===== src/rtl/img_data_unpkt.sv =====
// Image-over-UDP depacketiser: parses the frame header (magic word + H/V size),
// then turns byte pairs into RGB565 pixels with x/y coordinates and per-packet length checks.
module img_data_unpkt #(
  parameter logic [31:0] IMG_FRAME_HEAD = 32'hf05aa50f,
  parameter logic [15:0] MAX_H_PIXEL    = 16'd1280,
  parameter logic [15:0] MAX_V_PIXEL    = 16'd720
) (
  input  logic        eth_rx_clk,
  input  logic        rst_n,
  input  logic        rec_en,
  input  logic [7:0]  rec_data,
  input  logic        rec_pkt_done,
  output logic [15:0] img_h_pixel,
  output logic [15:0] img_v_pixel,
  output logic        frame_start,
  output logic        pix_valid,
  output logic [15:0] pix_data,
  output logic [15:0] pix_x,
  output logic [15:0] pix_y,
  output logic        frame_done,
  output logic        frame_err
);

  typedef enum logic [2:0] {IDLE, HEAD, SIZE, DATA, SKIP} state_t;

  state_t      state, state_nxt;
  logic [15:0] byte_cnt, byte_cnt_nxt;
  logic [15:0] sz_h, sz_h_nxt;
  logic [7:0]  sz_vh, sz_vh_nxt;
  logic [7:0]  pix_hi, pix_hi_nxt;
  logic [15:0] col, col_nxt, row, row_nxt;
  logic        first_pkt, first_pkt_nxt;
  logic        done_flag, done_flag_nxt;
  logic [15:0] img_h_nxt, img_v_nxt;
  logic [15:0] pix_data_nxt, pix_x_nxt, pix_y_nxt;
  logic        pix_valid_nxt, start_nxt, fdone_nxt, err_nxt;

  logic [7:0]  head_byte;
  logic [15:0] size_v;
  logic        size_ok, hdr_last;
  logic [16:0] exp_len, rx_len;

  always_comb begin
    case (byte_cnt[1:0])
      2'd1:    head_byte = IMG_FRAME_HEAD[23:16];
      2'd2:    head_byte = IMG_FRAME_HEAD[15:8];
      default: head_byte = IMG_FRAME_HEAD[7:0];
    endcase
  end

  assign size_v   = {sz_vh, rec_data};
  assign size_ok  = (sz_h != 16'd0) && (sz_h <= MAX_H_PIXEL) &&
                    (size_v != 16'd0) && (size_v <= MAX_V_PIXEL);
  assign hdr_last = rec_en && (byte_cnt == 16'd7);
  // Header packet carries 8 header bytes ahead of the first row.
  assign exp_len  = {img_h_pixel, 1'b0} + (first_pkt ? 17'd8 : 17'd0);
  // Length includes a byte arriving together with rec_pkt_done.
  assign rx_len   = {1'b0, byte_cnt} + {16'd0, rec_en};

  always_comb begin
    state_nxt     = state;
    if (rec_pkt_done)
      byte_cnt_nxt = 16'd0;
    else if (rec_en && byte_cnt != 16'hffff)
      byte_cnt_nxt = byte_cnt + 16'd1;
    else
      byte_cnt_nxt = byte_cnt;
    sz_h_nxt      = sz_h;
    sz_vh_nxt     = sz_vh;
    pix_hi_nxt    = pix_hi;
    col_nxt       = col;
    row_nxt       = row;
    first_pkt_nxt = first_pkt;
    done_flag_nxt = done_flag;
    img_h_nxt     = img_h_pixel;
    img_v_nxt     = img_v_pixel;
    pix_valid_nxt = 1'b0;
    pix_data_nxt  = pix_data;
    pix_x_nxt     = pix_x;
    pix_y_nxt     = pix_y;
    start_nxt     = 1'b0;
    fdone_nxt     = 1'b0;
    err_nxt       = 1'b0;

    case (state)
      IDLE: begin
        if (rec_en) begin
          if (rec_data == IMG_FRAME_HEAD[31:24]) begin
            if (rec_pkt_done) err_nxt = 1'b1;
            else              state_nxt = HEAD;
          end else if (!rec_pkt_done) begin
            state_nxt = SKIP;
          end
        end
      end

      HEAD: begin
        // A wrong magic byte is just foreign traffic, not a protocol error.
        if (rec_en && rec_data != head_byte) begin
          state_nxt = rec_pkt_done ? IDLE : SKIP;
        end else begin
          if (rec_en && byte_cnt == 16'd3) state_nxt = SIZE;
          if (rec_pkt_done) begin
            err_nxt   = 1'b1;
            state_nxt = IDLE;
          end
        end
      end

      SIZE: begin
        if (rec_en) begin
          case (byte_cnt[1:0])
            2'd0:    sz_h_nxt[15:8] = rec_data;
            2'd1:    sz_h_nxt[7:0]  = rec_data;
            2'd2:    sz_vh_nxt      = rec_data;
            default: ;
          endcase
        end
        if (hdr_last) begin
          // A header-only packet can never satisfy the 2*H+8 length check.
          if (size_ok && !rec_pkt_done) begin
            img_h_nxt     = sz_h;
            img_v_nxt     = size_v;
            start_nxt     = 1'b1;
            pix_x_nxt     = 16'd0;
            pix_y_nxt     = 16'd0;
            col_nxt       = 16'd0;
            row_nxt       = 16'd0;
            first_pkt_nxt = 1'b1;
            done_flag_nxt = 1'b0;
            state_nxt     = DATA;
          end else begin
            err_nxt   = 1'b1;
            state_nxt = rec_pkt_done ? IDLE : SKIP;
          end
        end else if (rec_pkt_done) begin
          err_nxt   = 1'b1;
          state_nxt = IDLE;
        end
      end

      DATA: begin
        if (rec_en && !byte_cnt[0]) pix_hi_nxt = rec_data;
        if (rec_en && byte_cnt[0] && ({1'b0, byte_cnt} < exp_len)) begin
          pix_valid_nxt = 1'b1;
          pix_data_nxt  = {pix_hi, rec_data};
          pix_x_nxt     = col;
          pix_y_nxt     = row;
          if (col == img_h_pixel - 16'd1) begin
            col_nxt = 16'd0;
            row_nxt = row + 16'd1;
            if (row == img_v_pixel - 16'd1) begin
              fdone_nxt     = 1'b1;
              done_flag_nxt = 1'b1;
            end
          end else begin
            col_nxt = col + 16'd1;
          end
        end
        if (rec_pkt_done) begin
          first_pkt_nxt = 1'b0;
          if (rx_len != exp_len) begin
            err_nxt   = !fdone_nxt;
            state_nxt = IDLE;
          end else if (done_flag || fdone_nxt) begin
            state_nxt = IDLE;
          end
        end
      end

      SKIP: begin
        if (rec_pkt_done) state_nxt = IDLE;
      end

      default: state_nxt = IDLE;
    endcase
  end

  always_ff @(posedge eth_rx_clk or negedge rst_n) begin
    if (!rst_n) state <= IDLE;
    else        state <= state_nxt;
  end

  always_ff @(posedge eth_rx_clk or negedge rst_n) begin
    if (!rst_n) begin
      byte_cnt    <= '0;
      sz_h        <= '0;
      sz_vh       <= '0;
      pix_hi      <= '0;
      col         <= '0;
      row         <= '0;
      first_pkt   <= 1'b0;
      done_flag   <= 1'b0;
      img_h_pixel <= '0;
      img_v_pixel <= '0;
      frame_start <= 1'b0;
      pix_valid   <= 1'b0;
      pix_data    <= '0;
      pix_x       <= '0;
      pix_y       <= '0;
      frame_done  <= 1'b0;
      frame_err   <= 1'b0;
    end else begin
      byte_cnt    <= byte_cnt_nxt;
      sz_h        <= sz_h_nxt;
      sz_vh       <= sz_vh_nxt;
      pix_hi      <= pix_hi_nxt;
      col         <= col_nxt;
      row         <= row_nxt;
      first_pkt   <= first_pkt_nxt;
      done_flag   <= done_flag_nxt;
      img_h_pixel <= img_h_nxt;
      img_v_pixel <= img_v_nxt;
      frame_start <= start_nxt;
      pix_valid   <= pix_valid_nxt;
      pix_data    <= pix_data_nxt;
      pix_x       <= pix_x_nxt;
      pix_y       <= pix_y_nxt;
      frame_done  <= fdone_nxt;
      frame_err   <= err_nxt;
    end
  end

endmodule


===== config.mk =====
export PLATFORM = sky130hd
export DESIGN_NAME = img_data_unpkt
export DESIGN_NICKNAME = d
export VERILOG_FILES = /design/src/rtl/img_data_unpkt.sv
export SDC_FILE = /design/constraint.sdc
export NUM_CORES = 1
export LEC_CHECK = 0
export BUFFER_PORTS_ARGS = -buffer_cell sky130_fd_sc_hd__buf_2
export CORE_MARGIN = 2
export CORE_UTILIZATION = 54
export CTS_CLUSTER_DIAMETER = 100
export DETAILED_ROUTE_END_ITERATION = 6
export GPL_ROUTABILITY_DRIVEN = 0
export PLACE_DENSITY = 0.77
export SYNTH_ARGS = -nofsm -noshare
export SYNTH_HDL_FRONTEND = slang
export SYNTH_SLANG_ARGS = --single-unit

===== constraint.sdc =====
create_clock -name eth_rx_clk -period 3.3 [get_ports eth_rx_clk]
set_clock_uncertainty 0.2 [all_clocks]
set_input_delay 0.165 -clock eth_rx_clk [delete_from_list [all_inputs] [get_ports eth_rx_clk]]
set_output_delay 0.165 -clock eth_rx_clk [all_outputs]
set_load 0.1 [all_outputs]

==> flow_summary.json, run 1 <==
{
  "cts_buffer_depth": 2,
  "cts-htree-levels": 4,
  "synth_cells": 1060,
  "synth_area_leaders": "dfrtp_1 (44%), nand2_1 (5.8%), mux2_2 (5.3%)",
  "p_per_area_nw_per_um2": 418,
  "io_pins": 96,
  "r2r_start": "img_h_pixel[2]",
  "mostFrequentLayoutCells": "dfrtp_1 (153), nand2_1 (145), buf_2 (94), buf_4 (72), nor2_1 (70)",
  "clk_pin_slew_ps": 70,
  "chipWidth_um": 138,
  "grt_pass1_vias": 8085,
  "synth_edf_count": 0,
  "post-route-period-util_pct": 103,
  "multi_input_area_um2": 5320,
  "ff_latch_area_um2": 4270,
  "syn_area_um2": 9690,
  "postRouteAntennaNets": 0,
  "peakVddDrop_mv": 0.435,
  "slew_headroom_pct": 56.0,
  "violations": "negative setup slack",
  "yosys.area_share.xor_xnor_pct": 9.24,
  "syn_nets": 1102,
  "die_h_um": 138,
  "worst_slack_ps": -92.8,
  "grt_antenna_before_repair": 0,
  "gr-total-overflow": 0,
  "tightest_slew_ps": 659,
  "hp-class": "input port to flop",
  "core_region_area_um2": 17400,
  "track_usage_pct": 27.5,
  "synthToLayoutAreaGrowth_pct": 24.1,
  "arrival_ps": 3510,
  "finalNonFillerCells": 1442,
  "synth_ff_type": "dfrtp_1",
  "rsz0062_at_grt": "yes",
  "end_kind": "flop",
  "cp_max_fo": 8,
  "synth-seq-cells": 169,
  "start_kind": "flop",
  "min_period_ps": 3390,
  "initial_core_util_pct": 55.6,
  "drc_errors": 0,
  "fillers": 1264,
  "path_class": "flop to flop",
  "cap_violations": 0,
  "ys_seq_area_share_pct": 43.7,
  "cts_buffers": 17,
  "max_freq_ghz": 0.295,
  "final_util_pct": 69.0,
  "synthSimpleGateAreaFrac_pct": 23.5,
  "antennaDiodeCount": 0,
  "drt-initial-drc-count": 903,
  "final_common_cell": "dfrtp_1",
  "drive_gt1_share_pct": 27.5,
  "grt_pass1_wl_um": 41100,
  "ys_types": 70,
  "slew_violations": 0,
  "cts_tree": "built",
  "hp-start": "rec_en",
  "vias": 8744,
  "synth_area_per_cell_um2": 9.14,
  "yosysTopAreaCell": "dfrtp_1",
  "synth_compound_area_share_pct": 10.0,
  "nNetsFinal": 1246,
  "yosys_warnings": 0,
  "wl_um": 26700,
  "drt-wirelength-per-cell_um": 18.5,
  "synth_top_family_by_area": "simple AND/OR/NAND/NOR gates",
  "synthArstFlopShare_pct": 100,
  "place_inst": 1382,
  "power.leakage_nw": 5.81,
  "hold_violations": 0,
  "hpwlAfterDp_um": 17600,
  "die_area_um2": 19000,
  "io_buffers": 95,
  "firstDrtPassIters": 5,
  "synthMuxAreaShare_pct": 5.66,
  "crit_start": "img_h_pixel[2]",
  "setup_violations": 43,
  "cp.required_ps": 3420,
  "synth_top_area_share_pct": 43.7,
  "holdWs_ps": 28.3,
  "synthAdderAreaFrac_pct": 3.88,
  "num_rows": 48,
  "cts_root_buffer": "clkbuf_16",
  "design_power_total_mw": 5.02,
  "outcome": "finished, violations left",
  "cts.sinks": 169,
  "insertion_delay_ps": 440,
  "viasPerCell": 6.06,
  "grt_max_degree": 73
}
where the power goes:
group | internal, mW | switching (mW)
Combinational | 0.232 | 0.507
Sequential | 2.20 | 0.117
Clock | 1.01 | 0.957
Total | 3.44 | 1.58
cells by family after synthesis:
kind of cell | after synthesis
AOI/OAI and AO/OA | 151
xor gates and xnor gates | 99
adders and majority gates | 30
buffers and inverters | 101
DFF | 169
muxes | 49
and+or+nand+nor | 461
stage by stage:
step / setup slack, ps / TNS, ps / area [um^2]
6_report: -92.8 / -1790 / 12000
5_1_grt: -205 / -8870 / 12000
4_1_cts: 3.81 / 0 / 11700
3_5_place_dp: -255 / -6510 / 10900
3_3_place_gp: -147 / -3790 / 10900
2_1_floorplan: -194 / -6960 / 9940
cell type report:
| class | instances | share of cell area, % |
|---|---|---|
| inverter | 30 | 0.978 |
| tap | 225 | 2.34 |
| clock buffer | 17 | 3.54 |
| clock inverter | 15 | 1.30 |
| multi-input combinational | 790 | 44.2 |
| sequential | 169 | 35.5 |
| timing repair buffer | 196 | 12.1 |
registers in the layout (all words and copies together) (netlist names):
register / flops
byte_cnt: 16
sz_vh: 8
row: 16
img_h_pixel: 16
sz_h: 16
pix_valid: 1
pix_x: 16
frame_err: 1
first_pkt: 1
img_v_pixel: 16
pix_hi: 8
frame_done: 1
state: 3
done_flag: 1
pix_data: 16
col: 16
pix_y: 16
frame_start: 1
layer usage:
layer | part of all wire [%] | up-vias | GRT usage [%]
met2 | 48 | 428 | 44.5
met5 | 0 | - | 0
met1 | 43 | 4264 | 38.4
met4 | 2.6 | 0 | 9.47
li1 | - | 3998 | -
met3 | 7.0 | 54 | 3.58
repair_timing:
| action | in CTS | in global routing |
|---|---|---|
| endpoints found under the hold margin | 122 | 0 |
| hold buffers | 10 | 0 |
| cloned | 0 | 4 |
| resized for setup | 15 | 48 |
| setup buffers | 6 | 8 |
| pin swaps | 13 | 24 |
| endpoints found under the setup margin | 80 | 87 |
critical path, stage by stage, from the launching register on:
cell and delay, ps:
dfrtp_4 520, ha_4 180, nand3_4 90, buf_6 110, nor2_2 40, xnor2_2 140
ha_1 310, a21o_1 190, a21o_1 190, a211oi_2 240, o221ai_2 140, a21o_4 290
inv_6 110, buf_12 130, o211ai_1 130, xor2_1 200, nor2_1 70
final timing paths:
kind	end	slack, ps	depth (start not counted)
worst max register to register	row[8]	-90	16
min in group asynchronous	pix_y[11]	90	2
max in group asynchronous	img_h_pixel[13]	1870	3
worst max-delay path	row[8]	-90	16
worst min register to register	pix_data[14]	270	2
worst min-delay path	state[0]	30	3
Yosys cell counts, types with 7 or more instances:
master	count
inv_1	29
a21oi_1	20
nand2b_1	12
clkbuf_1	58
o21ai_0	52
a31oi_1	10
nand3_1	70
dfrtp_1	169
xnor2_1	53
nor2_1	72
o211ai_1	7
and2_1	15
and3_1	19
nand4_1	23
nor4_1	23
ha_1	30
nor3_1	39
nand2_1	149
xor2_1	44
mux2_2	46
No activity file was read; power rests on OpenSTA's default activity.
==> inputs of run 2 (changes only) <==
--- a/config.mk
+++ b/config.mk
@@ -12,6 +12,7 @@
 export DETAILED_ROUTE_END_ITERATION = 6
 export GPL_ROUTABILITY_DRIVEN = 0
 export PLACE_DENSITY = 0.77
+export SETUP_SLACK_MARGIN = 0.15
 export SYNTH_ARGS = -nofsm -noshare
 export SYNTH_HDL_FRONTEND = slang
 export SYNTH_SLANG_ARGS = --single-unit
==> flow_summary.json, run 2 (synthesis gave the netlist of run 1 again) <==
{
  "rsz0062_at_grt": "yes",
  "path_class": "flop to flop",
  "arrival_ps": 3560,
  "cp_max_fo": 8,
  "mostFrequentLayoutCells": "dfrtp_1 (149), nand2_1 (143), buf_2 (94), buf_4 (74), nor2_1 (70)",
  "cts_tree": "built",
  "die_area_um2": 19000,
  "hold_violations": 0,
  "hpwlAfterDp_um": 17000,
  "drive_gt1_share_pct": 31.5,
  "firstDrtPassIters": 7,
  "final_common_cell": "dfrtp_1",
  "use_met1_pct": 38.6,
  "worst_slack_ps": -86.2,
  "slew_headroom_pct": 55.8,
  "regToRegSetupSlack_ps": -90,
  "cts.sinks": 169,
  "reg2reg_to": "row[15]",
  "grt_antenna_before_repair": 0,
  "drc_errors": 7,
  "cts-htree-levels": 4,
  "peakVddDrop_mv": 0.417,
  "cts_buffers": 17,
  "cap_violations": 0,
  "setup_violations": 28,
  "end_kind": "flop",
  "post-route-period-util_pct": 103,
  "design_power_total_mw": 5.13,
  "outcome": "finished, violations left",
  "grt_pass1_vias": 8141,
  "core_region_area_um2": 17400,
  "drt-initial-drc-count": 733,
  "io_buffers": 95,
  "die_h_um": 138,
  "tightest_slew_ps": 663,
  "crit_path_max_incr_delay_ps": 540,
  "viasPerCell": 5.99,
  "cp_cell_sequence": "ha_4 > nand3_4 > buf_6 > nor2_4 > xnor2_2 > ha_1 > a21o_1 > a21o_1 > a211oi_2 > o221ai_2 > a21o_4 > or4_1 > a21oi_2",
  "io_pins": 96,
  "met2_usage_pct": 44.9,
  "nNetsFinal": 1257,
  "slew_violations": 0,
  "path_common_cell": "a21o_1",
  "r2r_cells": 13,
  "tns_ps": -664,
  "antennaDiodeCount": 0,
  "insertion_delay_ps": 440,
  "gr-total-overflow": 0,
  "min_period_ps": 3390,
  "ff_latch_area_um2": 4280,
  "cp.required_ps": 3470,
  "start_kind": "flop",
  "cts_buffer_depth": 2,
  "hp-class": "input port to async pin",
  "wl_um": 26600,
  "p_per_area_nw_per_um2": 412,
  "chipWidth_um": 138,
  "vias": 8706,
  "fillers": 1224,
  "track_usage_pct": 27.9,
  "cts_root_buffer": "clkbuf_16",
  "worst_path_max_delay_cell": "or4_1",
  "holdWs_ps": 37.2,
  "drt-wirelength-per-cell_um": 18.3,
  "initial_core_util_pct": 55.6,
  "r2r_start": "img_h_pixel[2]",
  "grt_max_degree": 79,
  "power.leakage_nw": 5.95,
  "num_rows": 48,
  "grt_use_met3_pct": 3.87,
  "postRouteAntennaNets": 0,
  "max_freq_ghz": 0.295,
  "clk_pin_slew_ps": 80,
  "multi_input_area_um2": 5580,
  "grt_busiest_layer": "met2",
  "synthToLayoutAreaGrowth_pct": 28.5,
  "grt_pass1_wl_um": 41500,
  "violations": "design-rule violations, negative setup slack"
}
run 2: worst max path at each step:
stage                     slack, ps            from      end
after floorplan                -190  img_h_pixel[8]  row[15]
after detailed placement       -320  img_h_pixel[2]   col[2]
after global placement         -170  img_h_pixel[2]   row[0]
final                           -90  img_h_pixel[2]  row[15]
after global routing           -200  img_h_pixel[8]  row[11]
after CTS                        -9  img_h_pixel[2]  col[15]
run 2: what timing repair did:
action                     4_1_cts  5_1_grt
setup endpoints to repair       82       86
pin swaps                       27       24
gates cloned                     1        3
setup buffers                   21       14
resized for setup               76       39
hold endpoints to repair       114        0
hold buffers                    11        0
run 2: final cells by class:
cell class / count / area share (%)
multi-input cells: 790 / 44.8
flip-flops and latches: 169 / 34.4
inverters: 30 / 0.925
clock inverters: 15 / 1.58
repair buffers: 207 / 12.6
well taps: 225 / 2.26
clock buffers: 17 / 3.42
run 2: per-layer routing:
layer	wire length, um	share of wire [%]	vias up
li1	-	-	4033
met1	11300	43	4242
met2	12800	48	361
met3	1560	5.9	70
met4	916	3.4	0
met5	0	0	-
run 2: power breakdown:
group,internal [mW],switching (mW),leakage [nW],total [mW]
sequential,2.20,0.119,2.27,2.32
clock,1.10,0.971,0.299,2.07
combinational,0.239,0.508,3.39,0.747
run 2: per-stage QoR:
stage	cells	setup slack [ps]	util [%]	area, um^2
6_report	1453	-86.2	71.4	12400
5_1_grt	1453	-201	71.4	12400
4_1_cts	1436	-9.11	69.4	12100
3_5_place_dp	1371	-324	62.4	10900
3_3_place_gp	1371	-175	62.4	10900
2_1_floorplan	1060	-194	-	9970
run 2: worst max-delay path, delay by kind of cell (launching register included):
kind                     cells  cell delay, ps
adder cells (fa/ha/maj)      2             480
XOR/XNOR                     1             190
AND/OR/NAND/NOR              3             680
buffers and inverters        1             130
AO/OA/AOI/OAI                6            1110
flip-flops                   1             520
==> inputs of run 3 (changes only) <==
--- a/config.mk
+++ b/config.mk
@@ -7,11 +7,10 @@
 export LEC_CHECK = 0
 export BUFFER_PORTS_ARGS = -buffer_cell sky130_fd_sc_hd__buf_2
 export CORE_MARGIN = 2
-export CORE_UTILIZATION = 54
+export CORE_UTILIZATION = 42
 export CTS_CLUSTER_DIAMETER = 100
 export DETAILED_ROUTE_END_ITERATION = 6
 export GPL_ROUTABILITY_DRIVEN = 0
-export PLACE_DENSITY = 0.77
 export SETUP_SLACK_MARGIN = 0.15
 export SYNTH_ARGS = -nofsm -noshare
 export SYNTH_HDL_FRONTEND = slang
==> flow_summary.json, run 3 (synthesis gave the netlist of run 1 again) <==
{
  "cp.required_ps": 3430,
  "synthToLayoutAreaGrowth_pct": 31.6,
  "cts-htree-levels": 4,
  "worst_path_max_delay_cell": "dfrtp_4",
  "rsz0062_at_grt": "yes",
  "track_usage_pct": 21.6,
  "fillers": 1947,
  "cts_tree": "built",
  "end_kind": "flop",
  "grt_pass1_vias": 7965,
  "drc_errors": 0,
  "holdWs_ps": 14.8,
  "vias": 8412,
  "start_kind": "flop",
  "drt-wirelength-per-cell_um": 17.8,
  "die_h_um": 156,
  "peakVddDrop_mv": 0.287,
  "crit_path_max_incr_delay_ps": 520,
  "drive_gt1_share_pct": 32.0,
  "power.leakage_nw": 6.03,
  "path_class": "flop to flop",
  "io_pins": 96,
  "firstDrtPassIters": 5,
  "grt_max_degree": 65,
  "mostFrequentLayoutCells": "dfrtp_1 (149), nand2_1 (140), buf_2 (94), buf_4 (84), nor2_1 (68)",
  "wl_um": 27100,
  "gr-total-overflow": 0,
  "post-route-period-util_pct": 100,
  "drt-initial-drc-count": 543,
  "cts_buffers": 17,
  "max_freq_ghz": 0.302,
  "outcome": "finished, violations left",
  "cp_max_fo": 8,
  "io_buffers": 95,
  "final_common_cell": "dfrtp_1",
  "postRouteAntennaNets": 0,
  "cts.sinks": 169,
  "seqPwrFrac_pct": 44.9,
  "setup_violations": 1,
  "viasPerCell": 5.51,
  "grt_pass1_wl_um": 42100,
  "multi_input_area_um2": 5610,
  "cts_root_buffer": "clkbuf_16",
  "clkPwrFrac_pct": 40.6,
  "hpwlAfterDp_um": 18300,
  "power.switching_mw": 1.65,
  "initial_core_util_pct": 42.8,
  "cp_cell_sequence": "ha_4 > nand3_4 > buf_4 > xor2_4 > ha_4 > a21o_1 > a21o_1 > a21oi_2 > o221ai_2 > a21o_4 > buf_12 > buf_6 > buf_6 > o31ai_4 > a21oi_1",
  "grt_antenna_before_repair": 0,
  "ff_latch_area_um2": 4280,
  "slew_headroom_pct": 57.6,
  "die_area_um2": 24300,
  "final_util_pct": 56.3,
  "power.internal_mw": 3.48,
  "cts_buffer_depth": 2,
  "p_per_area_nw_per_um2": 403,
  "antennaDiodeCount": 0,
  "tightest_slew_ps": 635,
  "p_comb_share_pct": 14.5,
  "insertion_delay_ps": 450,
  "hp-class": "input port to flop",
  "arrival_ps": 3430,
  "min_period_ps": 3310,
  "chipWidth_um": 156,
  "slew_violations": 0,
  "num_rows": 55,
  "swShare_pct": 32.2,
  "core_region_area_um2": 22600,
  "hold_violations": 0,
  "cap_violations": 0,
  "violations": "negative setup slack",
  "clk_pin_slew_ps": 80,
  "worst_slack_ps": -6.68,
  "nNetsFinal": 1270
}
run 3: cell types whose count changed in the layout (fill, tap and decap cells not counted), sizes merged:
cell,previous run,this run
buf,193,203
bufinv,1,0
inv,38,37
clkinvlp,1,0
clkbuf,19,23
clkinv,5,9
bufbuf,1,0
dlygate4sd3,11,10
run 3: per-stage QoR:
| stage | worst slack (ps) | area [um^2] | setup TNS, ps | cells | power [mW] |
|---|---|---|---|---|---|
| after floorplan | -194 | 9970 | -6990 | 1060 | 2.86 |
| after global routing | -123 | 12700 | -2070 | 1526 | 5.34 |
| final | -6.68 | 12700 | -6.68 | 1526 | 5.13 |
| after detailed placement | -401 | 11000 | -15990 | 1446 | 3.06 |
| after CTS | 31.5 | 12100 | 0 | 1506 | 5.16 |
| after global placement | -220 | 11000 | -8170 | 1446 | 3.05 |
run 3: worst max-delay path, delay by kind of cell, from the launching register on:
kind                       cells  cell delay, ps
AOI/OAI and AO/OA              7            1210
buffers and inverters          4             530
DFF                            1             520
adders and majority gates      2             400
xor gates and xnor gates       1             200
and+or+nand+nor                1             130
run 3: final timing paths:
path	startpoint	to	slack [ps]	depth (start not counted)
max reg2reg	img_h_pixel[2]	row[15]	-7	15
max in group asynchronous	rst_n	img_h_pixel[10]	2010	3
min	rec_en	state[0]	10	3
min in group asynchronous	rst_n	pix_y[9]	70	2
max	img_h_pixel[2]	row[15]	-7	15
min reg2reg	pix_hi[0]	pix_data[8]	270	2
run 3: cell type report:
type | instances | share of cell area, %
Multi-Input combinational cell | 790 | 44.0
Timing Repair inverter | 1 | 0.0687
Sequential cell | 169 | 33.6
Inverter | 30 | 0.982
Clock buffer | 17 | 3.34
Clock inverter | 15 | 1.64
Tap cell | 285 | 2.80
Timing Repair Buffer | 219 | 13.6
run 3: timing repair:
item	in CTS	in global routing
hold buffers	10	0
gates resized for setup	47	81
hold endpoints to repair	120	0
buffers inserted	18	10
setup endpoints to repair	85	97
gates cloned	0	10
pin swaps	27	26
run 3: power by group through the flow:
stage,logic [mW],registers (mW),clock network [mW]
final,0.743,2.31,2.08
after global routing,0.804,2.33,2.20
after CTS,0.729,2.30,2.12
after detailed placement,0.714,2.35,0
after global placement,0.705,2.34,0
after floorplan,0.325,2.53,0
run 3: metal layers:
layer | GRT usage (%) | wire length, um | vias to the layer above
met3 | 2.89 | 885 | 33
met1 | 30.6 | 12500 | 4136
met4 | 5.90 | 443 | 0
met2 | 35.0 | 13300 | 190
li1 | - | - | 4053
met5 | 0 | 0 | -
